<file path="src/rtl/mbist_pkg.sv">
// mbist_pkg: shared types and defaults for the memory-BIST sequencer.
// Holds the sequencer state enum, engine indices and timing defaults.
package mbist_pkg;

   typedef enum logic [2:0] {
      ST_IDLE,
      ST_ISOLATE,
      ST_RST,
      ST_RUN,
      ST_CHECK,
      ST_FINISH
   } mbist_seq_state_e;

   localparam logic ENG_ROM = 1'b0;
   localparam logic ENG_RAM = 1'b1;

   localparam int unsigned DEF_SETTLE_CYCLES = 4;
   localparam int unsigned DEF_RST_CYCLES    = 8;

endpackage

</file>
<file path="src/rtl/mbist_sync2.sv">
// mbist_sync2: 2-flop synchronizer, async active-low reset to 0.
// Ports: clk, rst_n, d (async input), q (synchronized output).
module mbist_sync2 (
   input  logic clk,
   input  logic rst_n,
   input  logic d,
   output logic q
);

   logic meta;

   always_ff @(posedge clk or negedge rst_n) begin
      if (!rst_n) begin
         meta <= 1'b0;
         q    <= 1'b0;
      end else begin
         meta <= d;
         q    <= meta;
      end
   end

endmodule

</file>
<file path="src/rtl/mbist_seq.sv">
// mbist_seq: runs ROM then RAM BIST engines, reports sticky pass/timeout.
// Ports: start_i/sel_i/algo_mode_i in; busy/done/pass/timeout status out;
// testmode_o and per-engine en/async_resetn/algo pins to the BIST wrapper;
// engine DONE/GO in (async to clk). Watchdog built only when
// MBIST_SEQ_TIMEOUT_EN is defined; otherwise RUN waits for DONE forever.
module mbist_seq
   import mbist_pkg::*;
#(
   parameter int unsigned SETTLE_CYCLES = DEF_SETTLE_CYCLES,
   parameter int unsigned RST_CYCLES    = DEF_RST_CYCLES,
   parameter int unsigned TIMEOUT_W     = 24,
   parameter logic [TIMEOUT_W-1:0] TIMEOUT_MAX = 24'hFF_FFFF
) (
   input  logic       clk,
   input  logic       rst_n,
   input  logic       start_i,
   input  logic [1:0] sel_i,
   input  logic [1:0] algo_mode_i,
   output logic       busy_o,
   output logic       done_o,
   output logic       rom_pass_o,
   output logic       ram_pass_o,
   output logic       timeout_o,
   output logic       testmode_o,
   output logic       rom_en_o,
   output logic       rom_async_resetn_o,
   input  logic       rom_done_i,
   input  logic       rom_go_i,
   output logic       ram_en_o,
   output logic       ram_async_resetn_o,
   output logic [1:0] ram_algo_mode_o,
   input  logic       ram_done_i,
   input  logic       ram_go_i
);

   localparam int unsigned CNT_MAX =
      (SETTLE_CYCLES > RST_CYCLES) ? SETTLE_CYCLES : RST_CYCLES;
   localparam int unsigned CNT_W = $clog2(CNT_MAX + 1);

   mbist_seq_state_e state;
   logic             cur_eng;
   logic [1:0]       sel_q;
   logic [CNT_W-1:0] cnt;
   logic             to_hit;

   logic rom_done_s, rom_go_s;
   logic ram_done_s, ram_go_s;
   logic done_s, go_s;

   mbist_sync2 u_sync_rom_done (
      .clk(clk), .rst_n(rst_n), .d(rom_done_i), .q(rom_done_s));
   mbist_sync2 u_sync_rom_go (
      .clk(clk), .rst_n(rst_n), .d(rom_go_i), .q(rom_go_s));
   mbist_sync2 u_sync_ram_done (
      .clk(clk), .rst_n(rst_n), .d(ram_done_i), .q(ram_done_s));
   mbist_sync2 u_sync_ram_go (
      .clk(clk), .rst_n(rst_n), .d(ram_go_i), .q(ram_go_s));

   assign done_s = (cur_eng == ENG_RAM) ? ram_done_s : rom_done_s;
   assign go_s   = (cur_eng == ENG_RAM) ? ram_go_s : rom_go_s;

`ifdef MBIST_SEQ_TIMEOUT_EN
   logic [TIMEOUT_W-1:0] wdog;
`else
   logic unused_cfg;
   assign unused_cfg = ^TIMEOUT_MAX ^ (TIMEOUT_W == 0);
   assign to_hit     = 1'b0;
   assign timeout_o  = 1'b0;
`endif

   always_ff @(posedge clk or negedge rst_n) begin
      if (!rst_n) begin
         state              <= ST_IDLE;
         cur_eng            <= ENG_ROM;
         sel_q              <= 2'b00;
         cnt                <= '0;
         busy_o             <= 1'b0;
         done_o             <= 1'b0;
         rom_pass_o         <= 1'b0;
         ram_pass_o         <= 1'b0;
         testmode_o         <= 1'b0;
         rom_en_o           <= 1'b0;
         rom_async_resetn_o <= 1'b0;
         ram_en_o           <= 1'b0;
         ram_async_resetn_o <= 1'b0;
         ram_algo_mode_o    <= 2'b00;
`ifdef MBIST_SEQ_TIMEOUT_EN
         wdog               <= '0;
         to_hit             <= 1'b0;
         timeout_o          <= 1'b0;
`endif
      end else begin
         done_o <= 1'b0;
         unique case (state)
            ST_IDLE: begin
               // Engines sit released but disabled between runs.
               rom_async_resetn_o <= 1'b1;
               ram_async_resetn_o <= 1'b1;
               if (start_i) begin
                  sel_q           <= sel_i;
                  ram_algo_mode_o <= algo_mode_i;
                  rom_pass_o      <= 1'b0;
                  ram_pass_o      <= 1'b0;
`ifdef MBIST_SEQ_TIMEOUT_EN
                  timeout_o       <= 1'b0;
`endif
                  busy_o          <= 1'b1;
                  cnt             <= '0;
                  if (sel_i == 2'b00) begin
                     state <= ST_FINISH;
                  end else begin
                     testmode_o <= 1'b1;
                     state      <= ST_ISOLATE;
                  end
               end
            end
            ST_ISOLATE: begin
               if (cnt == CNT_W'(SETTLE_CYCLES - 1)) begin
                  cnt   <= '0;
                  state <= ST_RST;
                  if (sel_q[0]) begin
                     cur_eng            <= ENG_ROM;
                     rom_async_resetn_o <= 1'b0;
                  end else begin
                     cur_eng            <= ENG_RAM;
                     ram_async_resetn_o <= 1'b0;
                  end
               end else begin
                  cnt <= cnt + 1'b1;
               end
            end
            ST_RST: begin
               if (cnt == CNT_W'(RST_CYCLES - 1)) begin
                  cnt   <= '0;
                  state <= ST_RUN;
                  if (cur_eng == ENG_ROM) begin
                     rom_async_resetn_o <= 1'b1;
                     rom_en_o           <= 1'b1;
                  end else begin
                     ram_async_resetn_o <= 1'b1;
                     ram_en_o           <= 1'b1;
                  end
               end else begin
                  cnt <= cnt + 1'b1;
               end
            end
            ST_RUN: begin
               // DONE is tested first so it wins a tie with the watchdog.
               if (done_s) begin
                  rom_en_o <= 1'b0;
                  ram_en_o <= 1'b0;
                  state    <= ST_CHECK;
`ifdef MBIST_SEQ_TIMEOUT_EN
                  wdog     <= '0;
               end else if (wdog == TIMEOUT_MAX) begin
                  timeout_o <= 1'b1;
                  to_hit    <= 1'b1;
                  if (cur_eng == ENG_ROM) rom_pass_o <= 1'b0;
                  else                    ram_pass_o <= 1'b0;
                  rom_en_o  <= 1'b0;
                  ram_en_o  <= 1'b0;
                  wdog      <= '0;
                  state     <= ST_CHECK;
               end else begin
                  wdog <= wdog + 1'b1;
`endif
               end
            end
            ST_CHECK: begin
               if (!to_hit) begin
                  if (cur_eng == ENG_ROM) rom_pass_o <= go_s;
                  else                    ram_pass_o <= go_s;
               end
`ifdef MBIST_SEQ_TIMEOUT_EN
               to_hit <= 1'b0;
`endif
               if (cur_eng == ENG_ROM && sel_q[1]) begin
                  cur_eng            <= ENG_RAM;
                  ram_async_resetn_o <= 1'b0;
                  cnt                <= '0;
                  state              <= ST_RST;
               end else begin
                  state <= ST_FINISH;
               end
            end
            ST_FINISH: begin
               testmode_o      <= 1'b0;
               done_o          <= 1'b1;
               busy_o          <= 1'b0;
               ram_algo_mode_o <= 2'b00;
               state           <= ST_IDLE;
            end
            default: state <= ST_IDLE;
         endcase
      end
   end

endmodule

</file>
<file path="config.mk">
export PLATFORM = sky130hd
export DESIGN_NAME = mbist_seq
export DESIGN_NICKNAME = d
export VERILOG_FILES = /design/src/rtl/mbist_pkg.sv /design/src/rtl/mbist_sync2.sv /design/src/rtl/mbist_seq.sv
export SDC_FILE = /design/constraint.sdc
export NUM_CORES = 1
export LEC_CHECK = 0
export BUFFER_PORTS_ARGS = -buffer_cell sky130_fd_sc_hd__buf_2
export CELL_PAD_IN_SITES_DETAIL_PLACEMENT = 1
export CELL_PAD_IN_SITES_GLOBAL_PLACEMENT = 1
export CORE_MARGIN = 2
export CORE_UTILIZATION = 43
export DETAILED_ROUTE_END_ITERATION = 12
export PLACE_DENSITY = 0.83
export SETUP_SLACK_MARGIN = 0.2
export SYNTH_ARGS = -nofsm -noshare
export SYNTH_HDL_FRONTEND = slang
export SYNTH_SLANG_ARGS = --single-unit
</file>
<file path="constraint.sdc">
create_clock -name clk -period 1.9 [get_ports clk]
set_input_delay 0.57 -clock clk [delete_from_list [all_inputs] [get_ports clk]]
set_output_delay 0.57 -clock clk [all_outputs]
set_load 0.02 [all_outputs]
</file>
# After elaboration in Yosys (flattened, before gate mapping)
# Cells that the tools add are included.
[word_totals] ff_bits=29 out_inout_bits=12 elab_cells=109
[op_classes] add_sub_neg=1 eq_ne=19 mux=45 n_bitwise=1 reduce_logical=21
[op_table] op="$ne A2 B2 Y1 const B" n=12
[op_table] op="$mux W1" n=22
[op_table] op="$mux W3" n=6
[op_table] op="$mux W4" n=4
[op_table] op="$pmux W4 S4" n=1
[op_table] op="$pmux W3 S5" n=1
[op_table] op="$reduce_and A3 Y1" n=5
[op_table] op="$pmux W1 S2" n=7
[op_table] op="$reduce_and A4 Y1" n=3
[op_table] op="$reduce_bool A2 Y1" n=4
[op_table] op="$eq A3 B2 Y1 const B" n=2
[op_table] op="$eq A3 B3 Y1 const B" n=2
[op_table] op="$reduce_and A6 Y1" n=1
[op_table] op="$reduce_and A5 Y1" n=1
[op_table] op="$add A4 B1 Y4 const B" n=1
[op_table] op="$eq A4 B2 Y1 const B" n=1
[op_table] op="$eq A4 B3 Y1 const B" n=1
[op_table] op="$pmux W1 S4" n=1
[op_table] op="$pmux W2 S2" n=1
[op_table] op="$reduce_and A2 Y1" n=2
[op_table] op="$reduce_bool A4 Y1" n=1
[op_table] op="$eq A3 B1 Y1 const B" n=1
[op_table] op="$logic_not A3 Y1" n=1
[op_table] op="$pmux W1 S3" n=1
[op_table] op="5 further kinds" n=5

# Longest topological paths before layout
# Gate-level depths: netlist of the first run.
[depth] ltp_word=4 mapped_depth=6 mapped_depth_nobuf=5

# Modules after synthesis
# A second synthesis of the first run with hierarchy kept.
[unflattened] hier_cells=129 hier_area_um2=1396.3
[modules_own_cells] mod="mbist_seq" n_inst=1 cells_each=121 area_each_um2=1196.1 seq_area_each_um2=525.5
[modules_own_cells] mod="mbist_sync2" n_inst=4 cells_each=2 area_each_um2=50.0 seq_area_each_um2=50.0

# Worst setup path before layout of the first run
# No wires, ideal clock.
[synth_path] kind="register to register" start="register cnt[0]" end="register cnt[3]" t_arrival_ns=1.390 slack_ns=0.384 stages_incl_launch_ff=7 path_buffers=1 synth_period_minus_slack_ns=1.516 path_cell_list="dfrtp_1 > ha_1 > nor2b_1 > a221oi_2 > buf_4 > and3_1 > a221o_1"
[synth_between] elab_chain_cells=3 word_cells_on_any_way=6 cone_classes="add/sub (1); eq/ne (2); mux (3)"
[synth_rtl] item="start, declared" line="mbist_seq.sv:43" text="logic [CNT_W-1:0] cnt;"
[synth_rtl] item="start signal, assigned" line="mbist_seq.sv:129" text="cnt <= cnt + 1'b1;"
[synth_rtl] item="start signal, assigned" line="mbist_seq.sv:144" text="cnt <= cnt + 1'b1;"
[synth_rtl] item="$add A4 B1 Y4, or another cell as far along" line="mbist_seq.sv:129, mbist_seq.sv:144"
[synth_rtl] item="$mux W4, on equally long branches" line="mbist_seq.sv:133, mbist_seq.sv:118"
[synth_rtl] item="$pmux W4 S4 (*)" line="mbist_seq.sv:94" text="unique case (state)"
# Every way passes the cells marked *; elsewhere a longest branch is shown, timed or not.
# A chain may end at the register's enable or synchronous reset.

# Worst setup path in the final report of the first run
[layout_path] start="register cnt[0]" end="register ram_en_o"
[layout_between] elab_chain_cells=3
[layout_rtl] item="$eq A4 B3 Y1" line="mbist_seq.sv:133" text="if (cnt == CNT_W'(RST_CYCLES - 1)) begin"
[layout_rtl] item="$ne A2 B2 Y1 (no source line)"
[layout_rtl] item="$reduce_and A4 Y1 (no source line)"
[layout_rtl] item="end signal, assigned" line="mbist_seq.sv:84" text="ram_en_o <= 1'b0;"
[layout_rtl] item="end signal, assigned" line="mbist_seq.sv:141" text="ram_en_o <= 1'b1;"
[layout_rtl] item="end signal, assigned" line="mbist_seq.sv:151" text="ram_en_o <= 1'b0;"
[layout_rtl] item="end, declared" line="mbist_seq.sv:29" text="output logic ram_en_o,"
# No other way between the ends.

==> impl_summary.log, run 1 <==
INFO  metric wl_per_cell = 15.97 microns
INFO  metric place.gp.congestion = 0.8279
INFO  metric worst_slew_pin_slew = 0.6442 ns
INFO  metric synth_sequential_area_ratio = 53.16%
INFO  metric postSynthRegisterBits = 29
INFO  metric cts_buffer_count = 5
INFO  metric clock_sinks = 29
INFO  metric hold_path_class = in -> async
INFO  metric setup_viol = 0
INFO  metric cellPowerDensity = 1758 nW/um^2
INFO  metric area_growth = 21.08%
INFO  metric timing.clock.skew = 0.01241 ns
INFO  metric max_freq = 0.6133 GHz
INFO  metric dpl_cell_area = 1510 sq um
INFO  metric vias = 1067
INFO  metric crit_path_max_fanout = 5
INFO  metric area_of_the_mapped_netlist = 1365 sq um
INFO  metric power_report.internal_total = 1.708 mW
INFO  metric final.period_utilization = 85.81%
INFO  metric slew-limit-headroom = 57.05%
INFO  metric die-area = 3642 sq um
INFO  metric run_status = finished, final reports clean
INFO  metric period_needed = 1.630 ns
INFO  metric cp-start-kind = flip-flop
INFO  metric dp_hpwl = 2233 microns
INFO  metric syn_nets = 134
INFO  metric die_height = 60.35 microns
INFO  metric detailedPlace.worstSlack = 0.1872 ns
INFO  metric io_buffers = 21
INFO  metric max-cap-violations = 0
INFO  metric post-synth-top-area-fraction = 53.16%
INFO  metric cts_root_buffer = sky130_fd_sc_hd__clkbuf_4
INFO  metric routed_wirelength = 3162 microns
INFO  metric maximum_number_of_pins_on_one_net_before_global_route_repair = 30
INFO  metric antenna_found_initial = 0
INFO  metric power.net_switching = 1.198 mW
INFO  metric drt_initial_violations = 11
INFO  metric num_rows = 20
INFO  metric timing.final.hold_violations = 0
INFO  metric finalSetupTns = 0 ns
INFO  metric power.switching_fraction = 41.23%
INFO  metric layout_setup_ws = 0.2696 ns
INFO  metric post_synth_num_cell_types = 49
INFO  metric reg2reg_slack = 0.27 ns
INFO  metric drive_gt1_share = 35.71%
INFO  metric initial_core_util = 45.08%
INFO  metric rsz0062_at_grt = true
INFO  metric power_leakage = 0.7339 nW
INFO  metric worst-endpoint-required = 2.10 ns
INFO  metric clkSlewWorstSetupHoldPaths = 0.10 ns
INFO  metric final-max-slew-violation-count = 0
INFO  metric timing.setup.critical_path_class = reg -> reg
INFO  metric insertedDiodeCount = 0
INFO  metric fp.coreArea = 3028 sq um
INFO  metric grt_first_pass_wirelength = 4940 microns
INFO  metric worstSetupEndpointType = flip-flop
INFO  metric drc_errors = 0
INFO  metric ioPinCount = 23
INFO  metric synth_area_leader_cell = sky130_fd_sc_hd__dfrtp_1
INFO  metric detailedRoute.firstPassIterationCount = 4
INFO  metric globalRoute.totalOverflow = 0
INFO  metric nets = 165
INFO  metric drt.antenna.violating_nets = 0
INFO  metric synth-edff-count = 0
INFO  metric ir_worst_vdd = 0.0007409 V
INFO  metric insertion_delay = 0.33 ns
INFO  metric worstReg2RegStart = cnt[0]
INFO  metric clock_tree_from_tritoncts = built
INFO  metric seq_power_share = 36.5%
INFO  metric cts_hold_buffers = 0
INFO  metric worst_r2r_endpoint = ram_en_o
INFO  metric yosys-top-cells-area = sky130_fd_sc_hd__dfrtp_1 (53%), sky130_fd_sc_hd__a21oi_1 (2.9%), sky130_fd_sc_hd__o21ai_0 (2.2%)
INFO  metric vias_per_cell = 5.389
INFO  metric asyncSetResetFlopFracSynth = 100.0%
INFO  metric first_global_vias = 1067
INFO  metric arrival_time_worst_endpoint = 1.83 ns
INFO  metric reg2regPathDepth = 6
INFO  metric grt_usage = 18.77%
INFO  metric layout.cell_area.non_filler = 1653 sq um
INFO  metric comb_power_share = 48.6%
INFO  metric power.share.clock = 14.9%
INFO  metric netlist_instances = 122
INFO  metric clk_path_buf_depth = 2
INFO  metric post_synth.cell_area_avg = 11.19 sq um
INFO  metric cts-htree-levels = 2
INFO  metric synth_warnings = 0
INFO  metric die-width = 60.35 microns
INFO  metric synth_flop_cell = sky130_fd_sc_hd__dfrtp_1
[layout by cell type, fill, tap and decap left out, types with 2 or more instances in the layout]
| master | n |
|---|---|
| sky130_fd_sc_hd__dfrtp_1 | 25 |
| sky130_fd_sc_hd__buf_2 | 22 |
| sky130_fd_sc_hd__buf_4 | 11 |
| sky130_fd_sc_hd__a21oi_1 | 8 |
| sky130_fd_sc_hd__nor2_1 | 7 |
| sky130_fd_sc_hd__nand2_1 | 6 |
| sky130_fd_sc_hd__o21ai_0 | 6 |
| sky130_fd_sc_hd__clkbuf_4 | 5 |
| sky130_fd_sc_hd__inv_1 | 4 |
| sky130_fd_sc_hd__dfrtp_2 | 4 |
| sky130_fd_sc_hd__nand2b_1 | 3 |
| sky130_fd_sc_hd__o21ai_1 | 3 |
| sky130_fd_sc_hd__a31oi_1 | 3 |
| sky130_fd_sc_hd__nor2b_1 | 2 |
| sky130_fd_sc_hd__and3_1 | 2 |
| sky130_fd_sc_hd__mux2_1 | 2 |
| sky130_fd_sc_hd__nor2b_2 | 2 |
| sky130_fd_sc_hd__a221o_1 | 2 |
| sky130_fd_sc_hd__a22o_1 | 2 |
| sky130_fd_sc_hd__nor4_1 | 2 |
| sky130_fd_sc_hd__o22a_1 | 2 |
| sky130_fd_sc_hd__clkbuf_8 | 2 |
[kinds of logic after synthesis]
kind of cell	share of synthesized area, %
other	0.2747
DFF	53.16
adders and majority gates	0.9164
and+or+nand+nor	14.67
buffers and inverters	4.949
muxes	3.208
xor gates and xnor gates	1.283
AOI/OAI and AO/OA	21.54
[synth_stat cells (2+ instances only)]
cell and n:
sky130_fd_sc_hd__nand2b_1 3, sky130_fd_sc_hd__a22o_1 2, sky130_fd_sc_hd__o22a_1 2, sky130_fd_sc_hd__o21ai_1 3
sky130_fd_sc_hd__nor2_1 7, sky130_fd_sc_hd__buf_4 2, sky130_fd_sc_hd__nor2b_1 3, sky130_fd_sc_hd__mux2_1 2
sky130_fd_sc_hd__and3_1 2, sky130_fd_sc_hd__inv_1 4, sky130_fd_sc_hd__o21ai_0 6, sky130_fd_sc_hd__buf_2 3
sky130_fd_sc_hd__dfrtp_1 29, sky130_fd_sc_hd__a221o_1 2, sky130_fd_sc_hd__nor4_1 2, sky130_fd_sc_hd__a31oi_1 3
sky130_fd_sc_hd__a21oi_1 8, sky130_fd_sc_hd__nand2_1 6, sky130_fd_sc_hd__clkbuf_1 3
[state kept, by name (all words and copies together), names as in the netlist, 2 cells and up]
name             cells
cnt                  4
ram_algo_mode_o      2
sel_q                2
state                3
[worst max path at each step]
stage,startpoint,end,slack (ns),depth (start not counted)
3_5_place_dp,cnt[0],ram_en_o,0.19,5
6_report,cnt[0],ram_en_o,0.27,6
5_1_grt,cnt[1],ram_en_o,0.18,6
3_3_place_gp,state[2],state[0],0.25,4
2_1_floorplan,cnt[0],cnt[3],0.38,6
4_1_cts,cnt[0],ram_en_o,0.22,6
[area by class of cell]
class | count | area [sq um]
Tap cell | 44 | 55.05
Timing Repair Buffer | 33 | 192.7
Sequential cell | 29 | 730.7
Clock inverter | 1 | 5.005
Multi-Input combinational cell | 80 | 589.3
Clock buffer | 7 | 65.06
Fill cell | 342 | 1375
Inverter | 4 | 15.01
[through the flow]
stage          utilization, %  hold WS [ns]  power (mW)  instances
2_1_floorplan               -        0.2744       1.955        122
3_3_place_gp            49.88        0.3350       2.259        183
3_5_place_dp            49.88        0.3428       2.329        183
4_1_cts                 52.31        0.2697       2.763        191
5_1_grt                 54.59        0.2857       3.114        198
6_report                54.59        0.2575       2.906        198
[worst max-delay path, stage by stage (launching register included)]
cell	delay, ns
sky130_fd_sc_hd__dfrtp_1	0.43
sky130_fd_sc_hd__ha_4	0.19
sky130_fd_sc_hd__nor2b_2	0.16
sky130_fd_sc_hd__a221oi_2	0.30
sky130_fd_sc_hd__buf_4	0.20
sky130_fd_sc_hd__nor4b_2	0.05
sky130_fd_sc_hd__o32a_1	0.18
[metal layers]
| metal | up-vias | wire length, microns | global-route usage, % |
|---|---|---|---|
| li1 | 502 | - | - |
| met1 | 547 | 1321 | 23.12 |
| met2 | 16 | 1743 | 31.37 |
| met3 | 2 | 84 | 5.757 |
| met4 | 0 | 12 | 6.667 |
| met5 | - | 0 | 0 |
[power by group through the flow]
| stage | sequential (mW) | clock (mW) | combinational, mW |
|---|---|---|---|
| 2_1_floorplan | 1.05 | 0 | 0.910 |
| 4_1_cts | 1.05 | 0.438 | 1.27 |
| 3_3_place_gp | 1.05 | 0 | 1.21 |
| 5_1_grt | 1.10 | 0.472 | 1.55 |
| 6_report | 1.06 | 0.432 | 1.41 |
| 3_5_place_dp | 1.06 | 0 | 1.27 |
[what timing repair did]
item                       4_1_cts  5_1_grt
hold endpoints to repair         0        0
buffers inserted                 0        6
gates cloned                     0        1
resized for setup                2        7
setup endpoints to repair        5       10
pin swaps                        0        3
(Power assumes the default switching activity.)
==> run 2: changes to the inputs <==
--- a/config.mk
+++ b/config.mk
@@ -11,7 +11,7 @@
 export CORE_MARGIN = 2
 export CORE_UTILIZATION = 43
 export DETAILED_ROUTE_END_ITERATION = 12
-export PLACE_DENSITY = 0.83
+export PLACE_DENSITY_LB_ADDON = 0.1
 export SETUP_SLACK_MARGIN = 0.2
 export SYNTH_ARGS = -nofsm -noshare
 export SYNTH_HDL_FRONTEND = slang
==> impl_summary.log, run 2 (synthesis gave the netlist of run 1 again) <==
INFO  metric layout.cell_area.non_filler = 1668 sq um
INFO  metric grt_first_pass_wirelength = 5671 microns
INFO  metric largest_registers = cnt: 4 flops, state: 3 flops
INFO  metric power_leakage = 0.7429 nW
INFO  metric maximum_number_of_pins_on_one_net_before_global_route_repair = 30
INFO  metric drt_initial_violations = 38
INFO  metric timing.setup.critical_path_class = reg -> reg
INFO  metric ioPinCount = 23
INFO  metric cts_buffer_count = 5
INFO  metric power = 2.968 mW
INFO  metric crit_path_max_fanout = 9
INFO  metric dpl_cell_area = 1525 sq um
INFO  metric insertion_delay = 0.34 ns
INFO  metric layout_common_cells = sky130_fd_sc_hd__dfrtp_1 (26), sky130_fd_sc_hd__buf_2 (21), sky130_fd_sc_hd__buf_4 (12), sky130_fd_sc_hd__a21oi_1 (8), sky130_fd_sc_hd__nor2_1 (7)
INFO  metric worstReg2RegStart = state[1]
INFO  metric die_height = 60.35 microns
INFO  metric grt_usage = 22.08%
INFO  metric timing.final.hold_violations = 0
INFO  metric dp_hpwl = 2355 microns
INFO  metric arrival_time_worst_endpoint = 1.91 ns
INFO  metric max-cap-violations = 0
INFO  metric rsz0062_at_grt = true
INFO  metric hold_path_class = in -> async
INFO  metric largest_register_ffs = 4
INFO  metric finish.utilization = 55.08%
INFO  metric clock_tree_from_tritoncts = built
INFO  metric cts_root_buffer = sky130_fd_sc_hd__clkbuf_4
INFO  metric worst_slew_pin_slew = 0.6389 ns
INFO  metric die-width = 60.35 microns
INFO  metric layout_setup_ws = 0.2155 ns
INFO  metric globalRoute.totalOverflow = 0
INFO  metric routed_wirelength = 3478 microns
INFO  metric place.gp.congestion = 0.8483
INFO  metric reg2reg_slack = 0.22 ns
INFO  metric area_growth = 22.18%
INFO  metric timing.clock.skew = 0.006397 ns
INFO  metric cellPowerDensity = 1780 nW/um^2
INFO  metric nets = 167
INFO  metric layout.area.seq = 729.5 sq um
INFO  metric setup_viol = 0
INFO  metric vias_per_cell = 5.480
INFO  metric run_status = finished, final reports clean
INFO  metric worst_r2r_endpoint = cnt[3]
INFO  metric max_freq = 0.5936 GHz
INFO  metric final-max-slew-violation-count = 0
INFO  metric final.fill_count = 342
INFO  metric fp.coreArea = 3028 sq um
INFO  metric clock_sinks = 29
INFO  metric detailedRoute.firstPassIterationCount = 4
INFO  metric clkSlewWorstSetupHoldPaths = 0.10 ns
INFO  metric worst-endpoint-required = 2.12 ns
INFO  metric drive_gt1_share = 36.54%
INFO  metric antenna_found_initial = 0
INFO  metric vias = 1096
INFO  metric cts-htree-levels = 2
INFO  metric worstSetupEndpointType = flip-flop
INFO  metric num_rows = 20
INFO  metric drc_errors = 0
INFO  metric slew-limit-headroom = 57.41%
INFO  metric io_buffers = 21
INFO  metric max_flop_register = cnt
INFO  metric finalSetupTns = 0 ns
INFO  metric period_needed = 1.684 ns
INFO  metric first_global_vias = 1104
INFO  metric reg2regPathDepth = 5
INFO  metric wl_per_cell = 17.39 microns
INFO  metric multi_input_comb_area = 601.8 sq um
INFO  metric cts_hold_buffers = 0
INFO  metric die-area = 3642 sq um
INFO  metric detailedPlace.worstSlack = 0.09885 ns
INFO  metric insertedDiodeCount = 0
INFO  metric initial_core_util = 45.08%
INFO  metric drt.antenna.violating_nets = 0
INFO  metric ir_worst_vdd = 0.0007556 V
INFO  metric final.period_utilization = 88.66%
INFO  metric cp-start-kind = flip-flop
INFO  metric mostFrequentLayoutCell = sky130_fd_sc_hd__dfrtp_1
INFO  metric clk_path_buf_depth = 2
==> run 2: what timing repair did <==
item,in CTS,in global routing
gates resized for setup,7,4
pin swaps,1,2
setup buffers,2,5
endpoints found under the setup margin,6,8
==> run 2: worst max-delay path: stages, from the launching register on <==
cell and delay (ns):
sky130_fd_sc_hd__dfrtp_2 0.48, sky130_fd_sc_hd__buf_4 0.16, sky130_fd_sc_hd__nor2b_1 0.24, sky130_fd_sc_hd__a21boi_1 0.13, sky130_fd_sc_hd__o21a_1 0.24, sky130_fd_sc_hd__a221o_1 0.32
==> run 2: per-stage QoR <==
step,cells,hold WS (ns)
floorplan,122,0.2744
global placement,185,0.3324
detailed placement,185,0.3363
CTS,195,0.2636
global route,200,0.2858
finish,200,0.2423
==> run 2: worst max-delay path by stage <==
stage,start,to,slack [ns],cells past startpoint
2_1_floorplan,cnt[0],cnt[3],0.38,6
3_3_place_gp,state[1],state[1],0.18,5
3_5_place_dp,state[1],ram_en_o,0.1,5
4_1_cts,cur_eng,ram_en_o,0.20,4
5_1_grt,state[2],cnt[3],0.12,4
6_report,state[1],cnt[3],0.22,5
==> run 2: metal layers <==
metal  part of all wire, %  up-vias  global-route usage (%)
met5                     0        -                       0
met4                   1.3        0                   6.667
met3                   3.8        7                   5.757
met2                    49       21                   34.01
met1                    46      563                   30.82
li1                      -      505                       -
==> run 2: cell type report <==
cell class	instances	share of cell area [%]
well taps	44	3.301
repair buffers	35	12.68
clock buffers	5	2.251
flip-flops and latches	29	43.74
inverters	4	0.9002
clock inverters	3	1.050
multi-input cells	80	36.08
==> run 2: power breakdown <==
part,internal (mW),switching [mW],total [mW]
sequential,0.819,0.231,1.05
clock,0.139,0.231,0.370
combinational,0.732,0.816,1.55
total,1.69,1.28,2.97
